--- src/rtl/cpu_datapath.sv ---
`default_nettype none
// ============================================================================
// Module  : cpu_datapath
// Brief   : 32-bit single-bus CPU datapath slice with register file and ALU.
// Revision: 1.0 - initial release
// ============================================================================
module cpu_datapath #(
  parameter int WIDTH = 32
) (
  input  logic             clk,
  input  logic             reset,
  input  logic             r2_in,
  input  logic             r4_in,
  input  logic             r5_in,
  input  logic             r2out,
  input  logic             r4out,
  input  logic             PC_in,
  input  logic             PCout,
  input  logic             Inc_PC,
  input  logic             read,
  input  logic             IR_in,
  input  logic             Y_in,
  input  logic             Z_in,
  input  logic             MAR_in,
  input  logic             MDR_in,
  input  logic             ZLOWout,
  input  logic             MDRout,
  input  logic             inPort_in,
  input  logic [4:0]       ALU_select,
  input  logic [WIDTH-1:0] MdataIn,
  output logic [WIDTH-1:0] ALU_out
);

  localparam int SHW = $clog2(WIDTH);
  localparam logic [WIDTH-1:0] ONE = WIDTH'(1);

  localparam logic [4:0] OP_ADD = 5'b00000;
  localparam logic [4:0] OP_SUB = 5'b00001;
  localparam logic [4:0] OP_SHR = 5'b00010;
  localparam logic [4:0] OP_SHL = 5'b00011;
  localparam logic [4:0] OP_AND = 5'b00100;
  localparam logic [4:0] OP_OR  = 5'b00101;
  localparam logic [4:0] OP_ROR = 5'b00110;
  localparam logic [4:0] OP_ROL = 5'b00111;
  localparam logic [4:0] OP_NEG = 5'b01000;
  localparam logic [4:0] OP_NOT = 5'b01001;
  localparam logic [4:0] OP_MUL = 5'b01010;

  logic [WIDTH-1:0]   pc_q, ir_q, y_q, mar_q, mdr_q, inport_q, r2_q, r4_q, r5_q;
  logic [2*WIDTH-1:0] z_q;
  logic [WIDTH-1:0]   bus;
  logic [WIDTH-1:0]   mdr_d;
  logic [2*WIDTH-1:0] c_d;
  logic [2*WIDTH-1:0] mul_a, mul_b;
  logic [SHW-1:0]     sh;

  // Fixed priority keeps the bus deterministic if control ever overlaps.
  always_comb begin
    bus = '0;
    if (MDRout)       bus = mdr_q;
    else if (ZLOWout) bus = z_q[WIDTH-1:0];
    else if (PCout)   bus = pc_q;
    else if (r2out)   bus = r2_q;
    else if (r4out)   bus = r4_q;
  end

  assign sh    = bus[SHW-1:0];
  assign mul_a = {{WIDTH{y_q[WIDTH-1]}}, y_q};
  assign mul_b = {{WIDTH{bus[WIDTH-1]}}, bus};

  always_comb begin
    c_d = '0;
    if (Inc_PC) begin
      c_d[WIDTH-1:0] = bus + ONE;
    end else begin
      case (ALU_select)
        OP_ADD: c_d[WIDTH-1:0] = y_q + bus;
        OP_SUB: c_d[WIDTH-1:0] = y_q - bus;
        OP_SHR: c_d[WIDTH-1:0] = y_q >> sh;
        OP_SHL: c_d[WIDTH-1:0] = y_q << sh;
        OP_AND: c_d[WIDTH-1:0] = y_q & bus;
        OP_OR:  c_d[WIDTH-1:0] = y_q | bus;
        // A shift by WIDTH yields zero, so a zero rotate amount returns A intact.
        OP_ROR: c_d[WIDTH-1:0] = (y_q >> sh) | (y_q << (WIDTH - int'(sh)));
        OP_ROL: c_d[WIDTH-1:0] = (y_q << sh) | (y_q >> (WIDTH - int'(sh)));
        OP_NEG: c_d[WIDTH-1:0] = '0 - bus;
        OP_NOT: c_d[WIDTH-1:0] = ~bus;
        OP_MUL: c_d = mul_a * mul_b;
        default: c_d = '0;
      endcase
    end
  end

  assign ALU_out = c_d[WIDTH-1:0];
  assign mdr_d   = read ? MdataIn : bus;

  always_ff @(posedge clk) begin
    if (reset) begin
      pc_q     <= '0;
      ir_q     <= '0;
      y_q      <= '0;
      z_q      <= '0;
      mar_q    <= '0;
      mdr_q    <= '0;
      inport_q <= '0;
      r2_q     <= '0;
      r4_q     <= '0;
      r5_q     <= '0;
    end else begin
      if (PC_in)     pc_q     <= bus;
      if (IR_in)     ir_q     <= bus;
      if (Y_in)      y_q      <= bus;
      if (Z_in)      z_q      <= c_d;
      if (MAR_in)    mar_q    <= bus;
      if (MDR_in)    mdr_q    <= mdr_d;
      if (inPort_in) inport_q <= bus;
      if (r2_in)     r2_q     <= bus;
      if (r4_in)     r4_q     <= bus;
      if (r5_in)     r5_q     <= bus;
    end
  end

  // These registers feed downstream blocks outside this slice.
  logic unused_state;
  assign unused_state = ^{ir_q, mar_q, inport_q, r5_q, z_q[2*WIDTH-1:WIDTH]};

endmodule
`default_nettype wire

--- config.mk ---
export PLATFORM = sky130hd
export DESIGN_NAME = cpu_datapath
export DESIGN_NICKNAME = d
export VERILOG_FILES = /design/src/rtl/cpu_datapath.sv
export SDC_FILE = /design/constraint.sdc
export NUM_CORES = 2
export LEC_CHECK = 0
export ABC_AREA = 1
export CORE_UTILIZATION = 35
export DETAILED_ROUTE_END_ITERATION = 16
export HOLD_SLACK_MARGIN = 0.03
export PLACE_DENSITY = 0.59
export SETUP_SLACK_MARGIN = 0.02
export SLEW_MARGIN = 25
export SYNTH_ARGS = -nofsm -noshare
export SYNTH_HDL_FRONTEND = slang
export SYNTH_SLANG_ARGS = --single-unit
--- constraint.sdc ---
create_clock -name clk -period 18 [get_ports clk]
set_input_delay 1.8 -clock clk [delete_from_list [all_inputs] [get_ports clk]]
set_output_delay 1.8 -clock clk [all_outputs]
set_load 0.03 [all_outputs]
# After elaboration in Yosys (flattened, before gate mapping)
# Cells that the tools add are included.
[classes]
multipliers = 1
add_sub_neg = 5
n_reduce_logical = 1
muxes = 8
n_eq_ne = 10
n_bitwise = 5
shift = 4
[ops]
columns = ["operator", "n"]
rows = [
  ["32-bit one-hot mux with 11 select lines", 1],
  ["32-bit 2-to-1 mux", 7],
  ["32-bit OR", 3],
  ["32-bit by 1-bit adder with 32-bit output, second input constant", 1],
  ["32-bit adder", 1],
  ["32-bit AND", 1],
  ["32-bit by 32-bit multiplier with 32-bit output", 1],
  ["32-bit inverter", 1],
  ["32-bit by 32-bit left shift with 32-bit output", 1],
  ["32-bit by 5-bit left shift with 32-bit output", 1],
  ["32-bit by 32-bit >> shifter with 32-bit output", 1],
  ["32-bit by 5-bit >> shifter with 32-bit output", 1],
  ["1-bit by 32-bit subtractor with 32-bit output, first input constant", 1],
  ["32-bit subtractor", 1],
  ["5-bit by 3-bit == test with 1-bit output, second input constant", 4],
  ["5-bit by 4-bit == test with 1-bit output, second input constant", 3],
  ["5-bit by 2-bit == test with 1-bit output, second input constant", 2],
  ["6-bit by 5-bit subtractor with 7-bit output, first input constant", 1],
  ["5-bit by 1-bit == test with 1-bit output, second input constant", 1],
  ["5-bit zero test", 1],
]
[totals]
regBits = 192
input_bits = 56

# Longest topological paths before layout
[logic_depth]
word_depth = 10
ltp_mapped = 47
depth_no_buf = 42

# Least setup slack after synthesis
# No wires, ideal clock.
[synth_timing]
path_type = "input to output"
from = "in r2out"
to = "out ALU_out[31]"
required_time_ns = 16.200
slack_ns = 6.615
stages = 41
arrival_ns = 9.585
path_cell_list = "buf_4 buf_4 nand2_1 o21ai_0 nand2_1 nand3_1 nand2_1 nand2_4 inv_1 clkbuf_1 clkbuf_1 buf_1 nor2_1 fa_1 fa_1 inv_1 fa_1 fa_1 [5 not listed] fa_1 fa_1 ha_1 a21oi_1 o21ai_0 a21oi_1 nand3_1 nand2_1 o211ai_1 a21oi_1 o21ai_0 a21oi_1 inv_1 nand3_1 nand3_1 nand2_1 nand2_1 nand2_1"
[synth_between]
elab_chain_cells = 9
elab_cells_between_ends = 21
classes_between = "add/sub: 5; mul: 1; shift: 4; mux: 6; bitwise: 5"
[synth_lines]
columns = ["item", "line", "source"]
rows = [
  ["start, declared", "15", "input logic r2out,"],
  ["32-bit 2-to-1 mux *", "63", "else if (r2out) bus = r2_q;"],
  ["32-bit 2-to-1 mux *", "62", "else if (PCout) bus = pc_q;"],
  ["32-bit 2-to-1 mux *", "61", "else if (ZLOWout) bus = z_q[WIDTH-1:0];"],
  ["32-bit 2-to-1 mux *", "60", "if (MDRout) bus = mdr_q;"],
  ["branches (longest 4 deep; another with 32-bit by 32-bit multiplier with 32-bit output)", "-", ""],
  ["32-bit 2-to-1 mux *", "73", "if (Inc_PC) begin"],
  ["end, declared", "31", "output logic [WIDTH-1:0] ALU_out"],
]
# Mark *: on every way between the ends.

# Worst setup path after layout
# Ends and elaborated chain as after synthesis.

==> flow_summary.yaml <==
run_status:
  status: "finished, final reports clean"
critical_path:
  critPathLaunch: "r2out"
  required_ns: 16.20
  crit_slowest_cell: "clkdlybuf4s50_1"
  cp-end-kind: "primary output"
  worstPathArrival_ns: 12.73
  cp_slowest_stage_delay_ns: 0.73
  critPathKind: "in2out"
  path_common_cell: "fa_1"
  r2r_start: "r2_q[5]"
  crit_fanout: 39
  worst_setup_path_start_kind: "input pin"
synthesis:
  ys.flop_type: "dfxtp_1"
  synthCells: 5714
  synthArstFlopShare: 0
  ys_seq_area_frac: 0.1042
  synth_cell_types: 66
  syn_area_sq_um: 36870
  synth_enable_flop_cells: 0
  synth_nets: 6428
  synth_area_per_cell_sq_um: 6.453
  ys_ff_latch: 192
  ys_warn_count: 0
clock_network:
  cts_tree: "done"
  clk_latency_ns: 0.47
  cts.clk_slew.worst_paths_ns: 0.08
  cts_max_level: 4
  cts_resized: 0
  cts_setup_buffers: 0
  cts_hold_buf: 0
  numClockSinks: 192
  clockBufferDepth: 2
  root_buffer: "clkbuf_16"
  cts_buffers: 17
routing:
  vias: 38960
  wl_per_cell_microns: 24.42
  ant_nets: 0
  dr.pass1.iters: 7
  dr.first_iter.drc_count: 4382
  routed_wl_mm: 170.4
  remaining_drc_errors: 0
  via_per_inst: 5.585
global_routing:
  grt-ovfl-total: 0
  grt_pass1_vias: 37210
  grt_max_degree: 87
  antenna_found_initial: 3
  gr-usage-all-layers: 0.3158
  grt_pass1_wl_mm: 249.4
power_and_ir_drop:
  power_density_nw_per_um2: 81.13
  ir_drop_uv: 68.06
  power.leakage_nw: 19.59
  finalPower_mw: 3.189
timing:
  holdWs_ns: 0.4662
  tns_ns: 0
  fin_crit_ns: 14.53
  fin_skew_ns: 0.01759
  hold_viol: 0
  rsz0062_at_grt: "no"
  period_share: 0.8074
  tightestPinTransition_ns: 1.124
  maxSlewHeadroom: 0.2495
  setup_viol: 0
  clock.fmax_ghz: 0.06881
  slew_violations: 0
floorplan:
  chipHeight_microns: 326.6
  fp.dieW_microns: 326.6
  pin_count: 88
  rows: 118
  start_util: 0.3547
  coreArea_sq_um: 103900
  design.die.area_sq_um: 106600
run:
  cap_viol_max_count: 0
placed_design:
  port_buffers: 83
  dpl.hpwl_mm: 128.5
  gp_congestion: 1.050
final_layout:
  area_delta_synth_final_pct: 6.604
  drive_gt1_frac: 0.04506
  layout.nets: 6295
min_path:
  hold_path.class: "reg2reg"
  min-delay-start: "mdr_q[24]"
[layout make-up]
cell class                      count  area (sq um)
Timing Repair Buffer              195          1667
Fill cell                       11430         64630
Tap cell                         1380          1727
Clock inverter                     13         142.6
Inverter                          894          3364
Antenna cell                        3         7.507
Sequential cell                   192          3844
Multi-Input combinational cell   4281         28120
Clock buffer                       18         429.2
[power breakdown]
group,internal [mW],switching [mW],leakage (nW)
clock,0.185,0.200,0.282
sequential,0.456,0.0298,1.59
combinational,0.752,1.57,17.7
[cells by family after synthesis]
logic type	share of synthesized area
flops	0.1042
mux	0.002443
simple gates	0.2741
compound gates	0.1698
xor+xnor	0.009061
buf+inv	0.1335
fa+ha+maj	0.3068
[synthesized netlist by cell type (5+ instances only)]
master     number  area [sq um]
buf_2          54         270.3
nand4_1        44         275.3
fa_1          410          8208
buf_6          14         157.7
buf_4          23         172.7
nor2_4          6         67.56
or2_2          34         212.7
nor4_1          8         50.05
dfxtp_1       192          3844
or2_0           7         43.79
xor2_1         25         219.0
a211oi_1        7         52.55
buf_1          44         165.2
nand2_1      1461          5484
clkinv_1       22         82.58
a22oi_1         5         37.54
o211ai_1      123         923.4
o21ai_1       109         545.5
mux2i_1         9         90.09
xnor2_1        10         87.58
inv_1         851          3194
o21bai_1       13         97.59
or2_1          10         62.56
a21oi_1       357          1787
a31oi_1        11         68.82
inv_2          19         71.32
nand3b_1       15         112.6
a21o_1         10         75.07
ha_1          248          3103
a21boi_0        6         45.04
nand3_1       265          1326
o221ai_1       19         166.4
o21ai_0       412          2062
o2111ai_1      15         131.4
and2_1          5         31.28
o22ai_1         8         50.05
nand2_2        14         87.58
nor2_1        542          2034
clkbuf_1      212         795.8
nor3_1         31         155.2
[per-layer routing]
metal | part of all wire | track usage
met2 | 0.43 | 0.4884
met3 | 0.092 | 0.04415
met1 | 0.41 | 0.4239
met5 | 0.00012 | 0
met4 | 0.066 | 0.1730
[flip-flops by register name (all words and copies together), names as in the netlist]
register  flops
y_q          32
mdr_q        32
r2_q         32
pc_q         32
z_q          32
r4_q         32
[critical path, delay by kind of cell]
family	cells	cell delay, ns
AND/OR/NAND/NOR	12	2.05
buffers and inverters	10	2.57
adder cells (fa/ha/maj)	9	4.26
AO/OA/AOI/OAI	9	1.95
[per-stage QoR]
stage	cell area (sq um)	setup slack, ns	util	instances
after floorplan	36870	6.615	-	5714
after global placement	38720	3.659	0.3726	6942
after detailed placement	38720	3.751	0.3726	6942
after CTS	39300	3.718	0.3781	6973
after global routing	39300	3.101	0.3781	6973
final	39310	3.467	0.3782	6976
[worst paths after layout]
check,endpoint,slack (ns),cells past startpoint
worst max register to register,z_q[20],8.54,33
worst max-delay path,ALU_out[31],3.47,40
worst min register to register,mdr_q[24],0.47,2
worst min-delay path,mdr_q[24],0.47,2
[placed cells by master (no fill, tap or decap), drive strengths merged, types with 13 or more instances in the layout]
cell type / netlist / layout
nand3: 265 / 265
o211ai: 124 / 124
buf: 135 / 116
clkbuf: 212 / 18
xor2: 26 / 26
nor2: 552 / 552
dfxtp: 192 / 192
ha: 248 / 248
nor3: 34 / 34
or2: 51 / 51
fa: 410 / 410
a21oi: 357 / 357
clkdlybuf4s50: 0 / 79
nand2: 1478 / 1478
nand3b: 15 / 15
o21bai: 13 / 13
o2111ai: 15 / 15
inv: 872 / 877
o221ai: 19 / 19
o21ai: 523 / 523
nand4: 45 / 45
clkinv: 22 / 30
(Power assumes the default switching activity.)
